File: src/rtl/esm_pkg.sv
// Shared definitions for the ESM instruction feeder.
//   - RV32I opcode constants used by the control decode
//   - FSM state encoding (IDLE, FETCH, DRAIN, DONE)
//   - decode_ctl(): opcode -> {RegWrite, ALUSrc}
package esm_pkg;

  localparam logic [6:0] OPC_R      = 7'b0110011;
  localparam logic [6:0] OPC_IMM    = 7'b0010011;
  localparam logic [6:0] OPC_LOAD   = 7'b0000011;
  localparam logic [6:0] OPC_STORE  = 7'b0100011;
  localparam logic [6:0] OPC_BRANCH = 7'b1100011;
  localparam logic [6:0] OPC_LUI    = 7'b0110111;
  localparam logic [6:0] OPC_AUIPC  = 7'b0010111;
  localparam logic [6:0] OPC_JAL    = 7'b1101111;
  localparam logic [6:0] OPC_JALR   = 7'b1100111;

  typedef enum logic [1:0] {
    IDLE  = 2'd0,
    FETCH = 2'd1,
    DRAIN = 2'd2,
    DONE  = 2'd3
  } state_e;

  // Returns {RegWrite, ALUSrc}. Unknown opcodes (including the all-zero
  // end-of-stream word) decode to no write and register operand.
  function automatic logic [1:0] decode_ctl(input logic [6:0] opc);
    logic [1:0] ctl;
    ctl = 2'b00;
    case (opc)
      OPC_R:      ctl = 2'b10;
      OPC_IMM:    ctl = 2'b11;
      OPC_LOAD:   ctl = 2'b11;
      OPC_STORE:  ctl = 2'b01;
      OPC_BRANCH: ctl = 2'b00;
      OPC_LUI:    ctl = 2'b11;
      OPC_AUIPC:  ctl = 2'b11;
      OPC_JAL:    ctl = 2'b10;
      OPC_JALR:   ctl = 2'b11;
      default:    ctl = 2'b00;
    endcase
    return ctl;
  endfunction

endpackage

File: src/rtl/esm_instr_feeder_if.sv
// Bus bundle between the feeder, its instruction ROM and the ESM consumer.
//   control : start, base_addr, instr_count (in)  busy, done, state (out)
//   ROM     : mem_en, mem_addr (out)  mem_rdata (in, valid the cycle after mem_en)
//   ESM     : Instr_out, RegWrite, ALUSrc (out)  hold (in)
// Handshake: there is no valid/ready pair. A ROM read is issued on every
// edge where mem_en=1 and its data is consumed on the following edge. The
// ESM side is "always valid": a new word (or a zero bubble) is presented on
// every edge where hold=0; with hold=1 the output words stay frozen.
// master = feeder side, slave = environment side.
interface esm_instr_feeder_if #(
  parameter int Instruction_word_size = 32,
  parameter int ADDR_W                = 8
) ();

  logic                             start;
  logic [ADDR_W-1:0]                base_addr;
  logic [ADDR_W:0]                  instr_count;
  logic                             hold;
  logic                             mem_en;
  logic [ADDR_W-1:0]                mem_addr;
  logic [Instruction_word_size-1:0] mem_rdata;
  logic [Instruction_word_size-1:0] Instr_out;
  logic                             RegWrite;
  logic                             ALUSrc;
  logic                             busy;
  logic                             done;
  esm_pkg::state_e                  state;

  modport master (
    input  start, base_addr, instr_count, hold, mem_rdata,
    output mem_en, mem_addr, Instr_out, RegWrite, ALUSrc, busy, done, state
  );

  modport slave (
    output start, base_addr, instr_count, hold, mem_rdata,
    input  mem_en, mem_addr, Instr_out, RegWrite, ALUSrc, busy, done, state
  );

endinterface

File: src/rtl/esm_sync_fifo.sv
// Small synchronous FIFO used as the feeder's prefetch buffer.
//   clk, rst (async active-low), push/din, pop/dout (head, combinational),
//   count, full, empty. DEPTH must be a power of two, 2 or more, so the
//   pointers wrap naturally.
module esm_sync_fifo #(
  parameter int WIDTH = 32,
  parameter int DEPTH = 4,
  localparam int PTR_W = $clog2(DEPTH),
  localparam int CNT_W = PTR_W + 1
) (
  input  logic             clk,
  input  logic             rst,
  input  logic             push,
  input  logic             pop,
  input  logic [WIDTH-1:0] din,
  output logic [WIDTH-1:0] dout,
  output logic [CNT_W-1:0] count,
  output logic             full,
  output logic             empty
);

  logic [WIDTH-1:0] mem_q [DEPTH];
  logic [PTR_W-1:0] wr_ptr_q, rd_ptr_q;
  logic [CNT_W-1:0] count_q;
  logic             do_push, do_pop;

  assign full    = (count_q == CNT_W'(DEPTH));
  assign empty   = (count_q == '0);
  assign do_push = push && !full;
  assign do_pop  = pop && !empty;
  assign dout    = mem_q[rd_ptr_q];
  assign count   = count_q;

  always_ff @(posedge clk or negedge rst) begin
    if (!rst) begin
      wr_ptr_q <= '0;
      rd_ptr_q <= '0;
      count_q  <= '0;
    end else begin
      if (do_push) wr_ptr_q <= wr_ptr_q + 1'b1;
      if (do_pop)  rd_ptr_q <= rd_ptr_q + 1'b1;
      case ({do_push, do_pop})
        2'b10:   count_q <= count_q + 1'b1;
        2'b01:   count_q <= count_q - 1'b1;
        default: count_q <= count_q;
      endcase
    end
  end

  // Storage needs no reset: occupancy is tracked by the pointers.
  always_ff @(posedge clk) begin
    if (do_push) mem_q[wr_ptr_q] <= din;
  end

endmodule

File: src/rtl/esm_instr_feeder.sv
// ESM instruction feeder: streams instr_count words from a synchronous ROM
// starting at base_addr into ESM, decoding RegWrite/ALUSrc from each opcode,
// then emits DRAIN_CYCLES+1 zero words (end-of-stream) before raising done.
//   clk, rst (async active-low) plain ports; everything else on bus (master).
// Pipeline: issue (mem_en) -> ROM data next edge pushed into the FIFO ->
// popped into the registered output stage when hold=0.
module esm_instr_feeder
  import esm_pkg::*;
#(
  parameter int Instruction_word_size = 32,
  parameter int ADDR_W                = 8,
  parameter int DEPTH                 = 4,
  parameter int DRAIN_CYCLES          = 20
) (
  input logic               clk,
  input logic               rst,
  esm_instr_feeder_if.master bus
);

  localparam int CNT_W   = $clog2(DEPTH) + 1;
  localparam int DRAIN_W = $clog2(DRAIN_CYCLES + 1);

  state_e                           state_q;
  logic [ADDR_W-1:0]                addr_q;
  logic [ADDR_W:0]                  remaining_q;
  logic [DRAIN_W-1:0]               drain_cnt_q;
  logic                             inflight_q;
  logic [Instruction_word_size-1:0] instr_q;
  logic                             regwrite_q, alusrc_q;

  logic [Instruction_word_size-1:0] fifo_dout;
  logic [CNT_W-1:0]                 fifo_count;
  logic                             fifo_full, fifo_empty;
  logic [CNT_W:0]                   occupancy;
  logic                             issue, pop, last_pop;

  // Words already fetched or still on their way from the ROM; issuing only
  // below DEPTH guarantees the FIFO can never be pushed while full.
  assign occupancy = (CNT_W+1)'(fifo_count) + (CNT_W+1)'(inflight_q);
  assign issue     = (state_q == FETCH) && (remaining_q != '0) &&
                     (occupancy < (CNT_W+1)'(DEPTH));
  assign pop       = !bus.hold && !fifo_empty;
  // Leave FETCH on the edge that pops the final word so the first drain
  // zero follows it directly with no bubble.
  assign last_pop  = (remaining_q == '0) && !inflight_q &&
                     (fifo_empty || ((fifo_count == CNT_W'(1)) && pop));

  esm_sync_fifo #(
    .WIDTH (Instruction_word_size),
    .DEPTH (DEPTH)
  ) u_fifo (
    .clk   (clk),
    .rst   (rst),
    .push  (inflight_q),
    .pop   (pop),
    .din   (bus.mem_rdata),
    .dout  (fifo_dout),
    .count (fifo_count),
    .full  (fifo_full),
    .empty (fifo_empty)
  );

  always_ff @(posedge clk or negedge rst) begin
    if (!rst) begin
      state_q     <= IDLE;
      addr_q      <= '0;
      remaining_q <= '0;
      drain_cnt_q <= '0;
      inflight_q  <= 1'b0;
      instr_q     <= '0;
      regwrite_q  <= 1'b0;
      alusrc_q    <= 1'b0;
    end else begin
      // Output stage: frozen under hold, otherwise head word or a bubble.
      if (!bus.hold) begin
        if (!fifo_empty) begin
          instr_q                  <= fifo_dout;
          {regwrite_q, alusrc_q}   <= decode_ctl(fifo_dout[6:0]);
        end else begin
          instr_q    <= '0;
          regwrite_q <= 1'b0;
          alusrc_q   <= 1'b0;
        end
      end

      inflight_q <= issue;
      if (issue) begin
        addr_q      <= addr_q + 1'b1;
        remaining_q <= remaining_q - 1'b1;
      end

      case (state_q)
        IDLE, DONE: begin
          if (bus.start) begin
            addr_q      <= bus.base_addr;
            remaining_q <= bus.instr_count;
            drain_cnt_q <= '0;
            state_q     <= (bus.instr_count == '0) ? DRAIN : FETCH;
          end
        end
        FETCH: begin
          if (last_pop) state_q <= DRAIN;
        end
        DRAIN: begin
          if (!bus.hold) begin
            if (drain_cnt_q == DRAIN_W'(DRAIN_CYCLES)) state_q <= DONE;
            else drain_cnt_q <= drain_cnt_q + 1'b1;
          end
        end
        default: state_q <= IDLE;
      endcase
    end
  end

  assign bus.mem_en    = issue;
  assign bus.mem_addr  = addr_q;
  assign bus.Instr_out = instr_q;
  assign bus.RegWrite  = regwrite_q;
  assign bus.ALUSrc    = alusrc_q;
  assign bus.busy      = (state_q == FETCH) || (state_q == DRAIN);
  assign bus.done      = (state_q == DONE);
  assign bus.state     = state_q;

  // The FIFO's full flag is implied by the occupancy accounting above.
  logic unused_full;
  assign unused_full = fifo_full;

endmodule

File: src/flat_wrapper.sv
// flat-port wrapper written by rule: the top's interface ports become plain ports
module esm_instr_feeder_flat import esm_pkg::*;
#(
  parameter int Instruction_word_size = 32,
  parameter int ADDR_W                = 8,
  parameter int DEPTH                 = 4,
  parameter int DRAIN_CYCLES          = 20
)
  (clk, rst, bus_start, bus_base_addr, bus_instr_count, bus_hold, bus_mem_rdata, bus_mem_en, bus_mem_addr, bus_Instr_out, bus_RegWrite, bus_ALUSrc, bus_busy, bus_done, bus_state);
  esm_instr_feeder_if #(.Instruction_word_size(Instruction_word_size), .ADDR_W(ADDR_W)) bus_i ();
  input logic clk;
  input logic rst;
  input wire logic [$bits(bus_i.start)-1:0] bus_start;
  input wire logic [$bits(bus_i.base_addr)-1:0] bus_base_addr;
  input wire logic [$bits(bus_i.instr_count)-1:0] bus_instr_count;
  input wire logic [$bits(bus_i.hold)-1:0] bus_hold;
  input wire logic [$bits(bus_i.mem_rdata)-1:0] bus_mem_rdata;
  output wire logic [$bits(bus_i.mem_en)-1:0] bus_mem_en;
  output wire logic [$bits(bus_i.mem_addr)-1:0] bus_mem_addr;
  output wire logic [$bits(bus_i.Instr_out)-1:0] bus_Instr_out;
  output wire logic [$bits(bus_i.RegWrite)-1:0] bus_RegWrite;
  output wire logic [$bits(bus_i.ALUSrc)-1:0] bus_ALUSrc;
  output wire logic [$bits(bus_i.busy)-1:0] bus_busy;
  output wire logic [$bits(bus_i.done)-1:0] bus_done;
  output wire logic [$bits(bus_i.state)-1:0] bus_state;
  assign bus_i.start = bus_start;
  assign bus_i.base_addr = bus_base_addr;
  assign bus_i.instr_count = bus_instr_count;
  assign bus_i.hold = bus_hold;
  assign bus_i.mem_rdata = bus_mem_rdata;
  assign bus_mem_en = bus_i.mem_en;
  assign bus_mem_addr = bus_i.mem_addr;
  assign bus_Instr_out = bus_i.Instr_out;
  assign bus_RegWrite = bus_i.RegWrite;
  assign bus_ALUSrc = bus_i.ALUSrc;
  assign bus_busy = bus_i.busy;
  assign bus_done = bus_i.done;
  assign bus_state = bus_i.state;
  esm_instr_feeder #(.Instruction_word_size(Instruction_word_size), .ADDR_W(ADDR_W), .DEPTH(DEPTH), .DRAIN_CYCLES(DRAIN_CYCLES)) u_core (.clk(clk), .rst(rst), .bus(bus_i));
endmodule
File: config.mk
export PLATFORM = sky130hd
export DESIGN_NAME = esm_instr_feeder_flat
export DESIGN_NICKNAME = d
export VERILOG_FILES = /design/src/rtl/esm_pkg.sv /design/src/rtl/esm_instr_feeder_if.sv /design/src/rtl/esm_sync_fifo.sv /design/src/rtl/esm_instr_feeder.sv /design/src/flat_wrapper.sv
export SDC_FILE = /design/constraint.sdc
export NUM_CORES = 1
export LEC_CHECK = 0
export ABC_AREA = 0
export CAP_MARGIN = 20
export CORE_ASPECT_RATIO = 0.5
export CORE_MARGIN = 4
export CORE_UTILIZATION = 50
export DETAILED_ROUTE_END_ITERATION = 8
export PLACE_DENSITY = 0.71
export SLEW_MARGIN = 20
export SYNTH_ARGS = -nofsm -noshare
export SYNTH_HDL_FRONTEND = slang
export SYNTH_HIERARCHICAL = 1
export SYNTH_SLANG_ARGS = --single-unit
File: constraint.sdc
create_clock -name clk -period 6.4 [get_ports clk]
set_input_delay 1.6 -clock clk [delete_from_list [all_inputs] [get_ports clk]]
set_output_delay 1.6 -clock clk [all_outputs]
set_load 0.03 [all_outputs]
==> flow_summary.yaml <==
critical_path:
  endpoint_kind: "output pin"
  path_cells: "inv_1, ha_1, nand2b_1, nand2b_1, nor2_1, clkdlybuf4s50_1"
  reg2regPathDepth: 6
  cpPeakStageDelay_ns: 0.69
  start_kind: "register"
  path_class: "reg2out"
  path_max_fanout: 24
  crit_path_top_delay_cell: "clkdlybuf4s50_1"
  critPathTopFamily: "simple AND/OR/NAND/NOR gates"
  crit_top_cell: "nand2b_1"
  worst_ep_arrival_time_ns: 2.68
  path_depth: 6
  worstPathBufferInverterCount: 2
  cp_data_required_time_ns: 4.80
  r2r_slack_ns: 4.02
finish:
  drive_above_1_share_pct: 14.1
  area_growth_pct: 20.6
  stdcell_area_sq_um: 9750
  diodes: 0
  layout.nets: 697
  fillers: 1185
clocking:
  ctsResizeCount: 0
  clock_sinks: 194
  cts.path.max_buffers: 2
  clk_pin_slew_ns: 0.07
  cts_tree: "done"
  postCtsHoldBufs: 0
  clock_latency_ns: 0.43
  htreeDepth: 4
  cts_buffers: 17
  post-cts-setup-buffers: 0
  cts-root-buf: "clkbuf_16"
place:
  place_congestion: 0.809
  dpl_cell_area_sq_um: 9160
  numPortBuffers: 99
  place_hpwl_um: 9830
logic_synthesis:
  synth-edff-count: 128
  yosys.area_share.simple_pct: 9.98
  synth_xor_area_share_pct: 0.650
  yosys-top-cells-area: "edfxtp_1 48%, dfrtp_1 20%, mux4_2 7.8%"
  synth_cell_types: 57
  synthTopCellsByCount: "128 x edfxtp_1, 75 x nand2_1, 66 x dfrtp_1"
  synth-compound-area-share_pct: 6.00
  muxShareOfSynthArea_pct: 9.89
  synth_top_cell_by_area: "edfxtp_1"
  syn_area_per_cell_sq_um: 15.1
  ys_warn_count: 6
  syn_nets: 602
  synthesis.area_sq_um: 8090
  yosysTopAreaCellShare_pct: 47.5
  synth_flop_cell: "edfxtp_1"
  seq_area_frac_synth_pct: 68.0
  ys_ff_latch: 194
  synth_most_common_cell: "edfxtp_1"
  synth_top_family_by_area: "simple AND/OR/NAND/NOR gates"
  syn_inst: 536
  async_reset_ff_share_pct: 34.0
  yosys.area_share.adder_pct: 2.10
die:
  num_io_pins: 100
  die_y_um: 97.9
  core_area_sq_um: 15600
  fp.dieArea_sq_um: 18400
  die_w_um: 188
  start_util_pct: 51.8
  rows: 32
timing:
  hold_viol: 0
  rsz0062_at_grt: "false"
  worst_clock_skew_ns: 0.0181
  setup_tns_ns: 0
  setup_viol_count_final: 0
  tightest_slew_ns: 0.986
  slew_violations: 0
  fmax_ghz: 0.234
  period_minus_slack_ns: 4.28
  post-route-period-util_pct: 66.8
  maxSlewHeadroom_pct: 34.1
power_and_ir_drop:
  intPower_uw: 3050
  power_frac_comb_pct: 38.0
  p_switching_uw: 1750
  p_leak_uw: 0.00360
  power.density_nw_per_um2: 492
  switching_share_pct: 36.4
  seqPwrFrac_pct: 40.3
  p_total_uw: 4800
  peakVddDrop_uv: 239
  p_clk_share_pct: 21.6
outcome:
  status: "finished, final reports clean"
grt:
  first_global_vias: 4813
  grt_max_degree: 67
  antenna_found_initial: 0
  grt_pass1_wl_um: 25900
  grt_usage_pct: 17.7
  grt_overflow_total: 0
routing:
  drc: 0
  wl_um: 15700
  vias_per_cell: 5.59
  first_iter_violations: 318
  via_count: 4737
  dr.pass1.iters: 5
  drt-wirelength-per-cell_um: 18.5
  ant_nets: 0
hold_path:
  hold_class: "reg2reg"
  holdPathStages: 1
job:
  drv_cap: 0
layout by cell type, fill, tap and decap left out, types with 9 or more instances in the layout:
| master | count |
|---|---|
| o21ai_0 | 38 |
| edfxtp_1 | 128 |
| nor2_1 | 25 |
| dfrtp_1 | 65 |
| clkdlybuf4s50_1 | 97 |
| o31ai_1 | 9 |
| a31oi_1 | 12 |
| inv_1 | 17 |
| mux4_2 | 28 |
| ha_1 | 12 |
| nand2_1 | 75 |
| clkbuf_16 | 17 |
| nand3_1 | 11 |
power by group through the flow:
stage	sequential (uW)	clock, uW	combinational, uW
2_1_floorplan	2160	0	1070
3_3_place_gp	1950	0	1810
3_5_place_dp	1960	0	1840
4_1_cts	1940	1060	1850
5_1_grt	1980	1120	1990
6_report	1940	1040	1820
sequential cells by signal, indices dropped and copies added, names as in the netlist:
signal                  count
u_core/bus.state            2
u_core/u_fifo/wr_ptr_q      2
u_core/u_fifo/mem_q       128
u_core/u_fifo/rd_ptr_q      2
u_core/bus.ALUSrc           1
u_core/u_fifo/count         3
u_core/bus.mem_addr         8
u_core/remaining_q          9
u_core/bus.RegWrite         1
u_core/inflight_q           1
u_core/drain_cnt_q          5
u_core/bus.Instr_out       32
per-stage QoR:
step | setup WS (ns) | util, % | std cells | hold slack (ns)
6_report | 2.12 | 62.5 | 848 | 0.484
5_1_grt | 1.91 | 62.5 | 848 | 0.508
4_1_cts | 2.10 | 62.5 | 848 | 0.477
3_5_place_dp | 2.57 | 58.6 | 816 | 0.467
3_3_place_gp | 2.62 | 58.6 | 816 | 0.465
2_1_floorplan | 3.02 | - | 536 | 0.439
cells by family (layout without fill, tap and decap cells):
logic type      after synthesis  count (layout)
simple gates                161             161
compound gates               79              79
flops                       194             194
fa+ha+maj                    13              13
mux                          38              38
buf+inv                      45             153
xor+xnor                      6               6
area by class of cell:
cell class / instances / area [sq um] / share of cell area [%]
clock buffer: 18 / 439 / 4.50
clock inverter: 14 / 159 / 1.63
inverter: 17 / 63.8 / 0.654
multi-input combinational: 297 / 2320 / 23.8
sequential: 194 / 5500 / 56.3
tap: 204 / 255 / 2.62
timing repair buffer: 104 / 1020 / 10.5
worst register-to-register path, cell delays in order, from the launching register on:
cell and delay [ns]:
dfrtp_1 0.43, inv_1 0.07, ha_1 0.22, nand2b_1 0.10
nand2b_1 0.48, or4_2 0.77, a31oi_1 0.22
layer usage:
metal	track usage (%)	up-vias	routed length [um]
met3	3.89	13	848
met1	24.5	2369	7250
met2	29.3	134	7440
li1	-	2221	-
met4	4.00	0	160
met5	0	-	0
final timing paths:
path,startpoint,to
worst max-delay path,u_core/bus.state[1],bus_mem_en
worst min-delay path,u_core/drain_cnt_q[4],u_core/drain_cnt_q[4]
worst max register to register,u_core/bus.state[1],u_core/remaining_q[5]
worst min register to register,u_core/drain_cnt_q[4],u_core/drain_cnt_q[4]
max in group asynchronous,rst,u_core/u_fifo/rd_ptr_q[0]
min in group asynchronous,rst,u_core/bus.mem_addr[2]
(Power assumes the default switching activity.)
